$ cat config.mk
export PLATFORM = sky130hd
export DESIGN_NAME = obuft_ds_turnaround_ctrl
export DESIGN_NICKNAME = d
export VERILOG_FILES = /design/src/rtl/obuft_ds_turnaround_ctrl.sv
export SDC_FILE = /design/constraint.sdc
export NUM_CORES = 1
export LEC_CHECK = 0
export CORE_UTILIZATION = 40
export DETAILED_ROUTE_END_ITERATION = 10
export PLACE_DENSITY = 0.68
export SETUP_SLACK_MARGIN = 0.1
export SYNTH_ARGS = -nofsm -noshare
export SYNTH_HDL_FRONTEND = slang
export SYNTH_SLANG_ARGS = --single-unit
export TNS_END_PERCENT = 20
$ cat constraint.sdc
create_clock -name CLK -period 3.8 [get_ports CLK]
set_input_delay 0.76 -clock CLK [delete_from_list [all_inputs] [get_ports CLK]]
set_output_delay 0.76 -clock CLK [all_outputs]
set_load 0.01 [all_outputs]
$ cat src/rtl/obuft_ds_turnaround_ctrl.sv
// Round-robin owner of one differential tri-state pad pair: bounded bursts, Hi-Z turnaround between owners.
// Define OBUFT_DS_CTRL_PARK_DRIVE_EN to park the pair driven low (O_T=1, O_I=0) while IDLE.
module obuft_ds_turnaround_ctrl #(
    parameter int NUM_REQ           = 2,
    parameter int TURNAROUND_CYCLES = 2,
    parameter int MAX_BURST         = 16
) (
    input  logic               CLK,
    input  logic               RST,
    input  logic [NUM_REQ-1:0] REQ,
    input  logic [NUM_REQ-1:0] DATA,
    input  logic [NUM_REQ-1:0] LAST,
    output logic [NUM_REQ-1:0] GNT,
    output logic               O_I,
    output logic               O_T,
    output logic               BUSY,
    output logic               BURST_ABORT
);
    localparam int IW    = (NUM_REQ > 1) ? $clog2(NUM_REQ) : 1;
    localparam int TC_M1 = (TURNAROUND_CYCLES > 0) ? TURNAROUND_CYCLES - 1 : 0;
`ifdef OBUFT_DS_CTRL_PARK_DRIVE_EN
    localparam logic PARK_T = 1'b1;
`else
    localparam logic PARK_T = 1'b0;
`endif

    typedef enum logic [1:0] {S_IDLE = 2'd0, S_DRIVE = 2'd1, S_TURN = 2'd2} state_t;

    state_t             r_state, w_state;
    logic [NUM_REQ-1:0] r_gnt, w_gnt;
    logic [IW-1:0]      r_owner, w_owner;
    logic [IW-1:0]      r_ptr, w_ptr;
    logic [IW-1:0]      w_arb_idx, w_cand, w_ptr_after;
    logic [8:0]         r_beat, w_beat;
    logic [3:0]         r_turn, w_turn;
    logic               r_o_i, w_o_i;
    logic               r_o_t, w_o_t;
    logic               r_abort, w_abort;
    logic               r_busy;
    logic               w_arb_hit, w_end;
    logic               w_own_req, w_own_data, w_own_last;

    assign w_own_req   = REQ[r_owner];
    assign w_own_data  = DATA[r_owner];
    assign w_own_last  = LAST[r_owner];
    assign w_ptr_after = (r_owner == IW'(NUM_REQ - 1)) ? '0 : r_owner + IW'(1);

    // First requesting index at or after the pointer, wrapping.
    always_comb begin
        w_arb_hit = 1'b0;
        w_arb_idx = '0;
        w_cand    = '0;
        for (int i = 0; i < NUM_REQ; i++) begin
            w_cand = IW'((int'(r_ptr) + i) % NUM_REQ);
            if (!w_arb_hit && REQ[w_cand]) begin
                w_arb_hit = 1'b1;
                w_arb_idx = w_cand;
            end
        end
    end

    always_comb begin
        w_state = r_state;
        w_gnt   = r_gnt;
        w_owner = r_owner;
        w_ptr   = r_ptr;
        w_beat  = r_beat;
        w_turn  = r_turn;
        w_o_i   = 1'b0;
        w_o_t   = 1'b0;
        w_abort = 1'b0;
        w_end   = 1'b0;
        case (r_state)
            S_IDLE: begin
                w_o_t = PARK_T;
                if (w_arb_hit) begin
                    w_state = S_DRIVE;
                    w_gnt   = NUM_REQ'(1) << w_arb_idx;
                    w_owner = w_arb_idx;
                    w_beat  = 9'd1;
                end
            end
            S_DRIVE: begin
                // A dropped request wins over LAST and the beat limit and consumes nothing.
                if (!w_own_req) begin
                    w_abort = 1'b1;
                    w_end   = 1'b1;
                end else begin
                    w_o_i = w_own_data;
                    w_o_t = 1'b1;
                    if (w_own_last || (r_beat == 9'(MAX_BURST))) w_end = 1'b1;
                    else w_beat = r_beat + 9'd1;
                end
                if (w_end) begin
                    w_gnt  = '0;
                    w_ptr  = w_ptr_after;
                    w_beat = '0;
                    w_turn = 4'(TC_M1);
                    w_state = (TURNAROUND_CYCLES == 0) ? S_IDLE : S_TURN;
                end
            end
            S_TURN: begin
                if (r_turn == 4'd0) w_state = S_IDLE;
                else w_turn = r_turn - 4'd1;
            end
            default: w_state = S_IDLE;
        endcase
    end

    always_ff @(posedge CLK) begin
        if (RST) begin
            r_state <= S_IDLE;
            r_gnt   <= '0;
            r_owner <= '0;
            r_ptr   <= '0;
            r_beat  <= '0;
            r_turn  <= '0;
            r_o_i   <= 1'b0;
            r_o_t   <= 1'b0;
            r_abort <= 1'b0;
            r_busy  <= 1'b0;
        end else begin
            r_state <= w_state;
            r_gnt   <= w_gnt;
            r_owner <= w_owner;
            r_ptr   <= w_ptr;
            r_beat  <= w_beat;
            r_turn  <= w_turn;
            r_o_i   <= w_o_i;
            r_o_t   <= w_o_t;
            r_abort <= w_abort;
            r_busy  <= (w_state != S_IDLE);
        end
    end

    assign GNT         = r_gnt;
    assign O_I         = r_o_i;
    assign O_T         = r_o_t;
    assign BUSY        = r_busy;
    assign BURST_ABORT = r_abort;
endmodule
After elaboration in Yosys (flattened, before gate mapping)

Index checks and enable logic that the tools add are counted.

Output and inout bits: 6
Register bits after elaboration: 23
Logic and storage cells: 78

Add/sub/neg operators: 4
Equal/unequal tests: 8
$lt $le $gt $ge: 3
Muxes and demuxes: 35
Bitwise operators: 2
Reduce and logical (&&, ||, !) cells: 15
Shifts and indexed selects: 1

Operators by type and width:

| cell                                                                          | count |
|---|---|
| 9-bit 2-to-1 mux                                                              | 4 |
| 1-bit 2-to-1 mux                                                              | 20 |
| 9-bit one-hot mux with 2 select lines                                         | 1 |
| 2-bit 2-to-1 mux                                                              | 5 |
| 9-bit by 1-bit adder with 9-bit output (second input constant)                | 1 |
| 9-bit by 5-bit == test with 1-bit output (second input constant)              | 1 |
| 4-bit 2-to-1 mux                                                              | 2 |
| 4-bit one-hot mux with 2 select lines                                         | 1 |
| 1-bit by 2-bit less-than comparator with 1-bit output (second input constant) | 3 |
| 2-bit inequality test (second input constant)                                 | 3 |
| 3-bit inequality test (second input constant)                                 | 2 |
| 2-bit one-hot mux with 3 select lines                                         | 1 |
| 3-bit AND reduction                                                           | 2 |
| 2-bit nonzero test                                                            | 3 |
| 4-bit logical NOT                                                             | 1 |
| 2-bit one-hot mux with 2 select lines                                         | 1 |
| 2-bit AND reduction                                                           | 2 |
| 4-bit AND reduction                                                           | 1 |
| 4-bit by 1-bit subtractor with 4-bit output (second input constant)           | 1 |
| 3-bit OR reduction                                                            | 1 |
| 1-bit adder (second input constant)                                           | 2 |
| 2-bit by 1-bit == test with 1-bit output (second input constant)              | 1 |
| 2-bit == test (second input constant)                                         | 1 |
| 2-bit logical NOT                                                             | 1 |
| 6 further kinds                                                               | 7 |

Logic depth before layout (Yosys ltp)

Word-level depth: 9
Depth in mapped cells: 7
Depth with buffers taken out: 6

Worst setup path after synthesis

OpenSTA, ideal clock, no wires.

Path type: input -> register
From: in RST
To: reg r_beat[4]
Arrival: 1873 ps
Path buffers: 2
Setup slack: 1868 ps
Stages on the path: 6
Path through: clkbuf_2 or3b_1 a221oi_2 buf_6 a21o_1 a22o_1

RTL lines:

| item                 | line | text |
|---|---|---|
| from (decl)          | 9    | `input logic RST,` |
| to (signal assigned) | 127  | `r_beat <= w_beat;` |
| to (decl)            | 34   | `logic [8:0] r_beat, w_beat;` |

==> results <==
- The post-synthesis sequential element count is 23.
- The die covers around 0.003 mm².
- The clock-pin slew on the worst setup and hold paths is 0.13 ns.
- Summing every instance area after synthesis gives about 0.0011 mm².
- The maximum clock rate is between 0.4 and 0.5 GHz.
- The wire length per cell after detailed routing is between 10 and 15 µm.
- The number of nets in the synthesized netlist is 129.
- The sum of negative setup slack is 0 ns.
- The floorplan has 18 rows.
- The signal on the critical path passes through clkdlybuf4s50_1 > buf_4 > or3b_1 > a221oi_2 > and3_2 > a221o_1.
- The number of antenna diodes in the final layout is 0.
- The global-route wire length before repair is about 3500 µm.
- At the pin with the least slew margin, the transition time is 0.6898 ns.
- The tool flagged a number of max-cap violations equal to 0.
- In the synthesized netlist, the number of instances is about 120.
- The core box area is between 0.002 and 0.003 mm².
- The TritonCTS clock tree is done.
- In the finished design, the share of the clock period the worst path needs comes to 0.6436.
- In the final design database the tool counted about 150 nets.
- The share of synthesized area in the top cell type comes to 0.4116.
- The clock root buffer is clkbuf_4.
- In this run the remaining antenna-violating nets after routing total 0.
- The warning count from the yosys run is 0.
- Of the synthesized area, sequential elements account for 0.4116.
- The via count of the first global-routing pass is approximately 800.
- The worst register-to-register path has a setup slack of 1.83 ns.
- The congestion estimate from routability-driven global placement came to around 0.83.
- Counting I/O delays and the setup requirement, the final critical path takes roughly 2.4 ns.
- The number of distinct library cells after synthesis is 46.
- Each instance of the synthesized netlist takes up on average 9.479 µm².
- Port buffering added 13 buffers.
- The cell with the most instances after synthesis is dfxtp_1.
- The fraction of registers with async set or reset after synthesis is 0.
- The worst clock skew is ~0.0038 ns.
- For this design the ratio of total power to cell area is between 300 and 400 mW/mm².
- The flow ran to the end, and the final reports show no timing, DRC or antenna violations.
- The post-CTS setup buffer count is 0.
- After synthesis, the most frequently instantiated cells are 23 x dfxtp_1, 9 x nand2_1, 7 x a21oi_1, 7 x inv_1, 6 x nor2_1.
- The number of max-slew violations in the final report was 0.
- The first TritonRoute pass finished after 4 iterations.
- Detailed placement ended at an HPWL of 1544 µm.
- The worst-skew pair later-pin latency is 0.31 ns.
- The worst slew margin relative to its limit is 0.5401.
- The floorplan step set the die height to ~55 µm.
- The worst hold margin is 0.4663 ns.
- Counting along the longest clock path gives a buffer depth of 2.
- The total vias in the final route is 882.
- The worst setup path is captured at a register.
- Of all cell types, the one taking the most synthesized area is dfxtp_1.
- Ranked by total cell area, the synthesized netlist is headed by dfxtp_1 41%, ha_1 3.4%, a21oi_1 3.1%, xor2_1 3.1%, nand2_1 3.0%.
- The peak per-stage delay on the critical path is around 0.55 ns.
- In the routed layout, each cell is associated on average with a via count of 5.411.
- Entering global routing, the biggest net connects 19 pins.
- The worst setup path is launched from an input pin.
- The number of primary I/O pins is 14.
- Setup repair after global routing left no endpoint under its margin.
- The peak fanout along the critical path is 18.
- Summed over all layers, the global routing overflow is 0.
- The initial antenna violation count is 0.
- CTS built an H-tree with a depth of 1.
- The routed design has roughly 2100 µm of wire.
- Compared with the post-synthesis result, the final layout area differs by 16.22%.
- The ratio of cells with drive above 1 in the final layout is 0.1203.
- Buffers inserted to repair hold after CTS numbered 0.
- The number of gates resized after CTS was 0.
- The class of the tightest hold or removal check is reg2reg.
- The global router's overall resource usage is 0.1639.
- The post-route DRC violation count is 0.
- The number of endpoints failing setup at the final stage is 0.
- TritonCTS created 3 clock buffers.
- The static leakage is about 0.00048 µW.
- In this run, the number of DRC markers left after iteration 0 of detailed routing was 14.
- The number of failing hold endpoints at the final stage is 0.
- The clock drives 23 sinks.
- The floorplan step set the die width to 54.88 µm.
- The critical path is of the in2reg type.
- VDD sags by at most about 0.00021 V.
- For this configuration, the core starts out at a cell density of 0.4357.
- The library cell contributing the largest single delay on the critical path is a221oi_2.
- For this run, the leading register cell type out of synthesis is dfxtp_1.
- In this run, synthesis inferred 0 flip-flops with an integrated enable.
- The data required time of the critical path is around 4 ns.
- The data arrival time of the critical path is roughly 2.7 ns.
## metal layers
layer	GRT usage	routed length, µm
met1	0.2220	1071
met2	0.2490	930
met3	0.03611	66
met4	0.06410	35
met5	0	0
## stage by stage
stage	setup slack, ns	cells	area (µm²)	power, µW	util
after floorplan	1.868	118	1119	321.7	-
after global placement	1.066	159	1274	350.0	0.4961
after detailed placement	0.9945	159	1274	351.5	0.4961
after CTS	1.353	163	1300	463.8	0.5063
after global routing	1.216	163	1300	480.5	0.5063
final	1.354	163	1300	461.4	0.5063
## worst paths after layout
check | startpoint | endpoint | depth (start not counted)
max | RST | r_beat[5] | 6
min | GNT[0] | GNT[0] | 2
max reg2reg | r_beat[0] | r_beat[5] | 6
min reg2reg | GNT[0] | GNT[0] | 2
## cells by family after synthesis
logic type,Yosys count,share of synthesized area
and+or+nand+nor,46,0.2461
adders and majority gates,3,0.03356
muxes,4,0.03691
AOI/OAI and AO/OA,28,0.1991
buffers and inverters,10,0.04138
xor gates and xnor gates,4,0.03132
DFF,23,0.4116
## sequential cells by signal (all words and copies together), names as in the netlist
register,count
O_T,1
BURST_ABORT,1
BUSY,1
r_owner,1
GNT,2
r_beat,9
r_ptr,1
O_I,1
r_turn,4
r_state,2
## cells in the final DEF (no fill, tap or decap), types with 2 or more instances in the layout
cell,instances
nand3b_1,2
a22o_1,2
nand2b_1,2
nand4_1,3
dfxtp_1,23
ha_1,3
a31oi_1,2
clkbuf_4,3
o21ai_0,2
inv_1,7
nor4b_2,2
nor2b_1,3
nand3_1,5
o31ai_1,2
mux2i_1,3
xor2_1,4
nand2_1,9
nor2_1,6
clkdlybuf4s50_1,13
a21oi_1,7
nor3_1,4
## area by class of cell
type | instances | area, µm²
fillers | 251 | 1267
multi-input cells | 85 | 611.8
well taps | 30 | 37.54
clock buffers | 4 | 26.28
flip-flops and latches | 23 | 460.4
repair buffers | 14 | 137.6
inverters | 7 | 26.28
## worst max-delay path: cells and delay by family
kind,cells,cell delay [ns]
and+or+nand+nor,2,0.72
buffers and inverters,2,0.59
AOI/OAI and AO/OA,2,0.64
## where the power goes
group / switching (µW) / total [µW] / leakage, µW / internal [µW]
clock: 73.9 / 115 / 0.0000150 / 41.0
sequential: 11.3 / 265 / 0.000187 / 254
combinational: 41.3 / 81.4 / 0.000273 / 40.1
total: 127 / 461 / 0.000476 / 335
No activity file was read; power rests on OpenSTA's default activity.
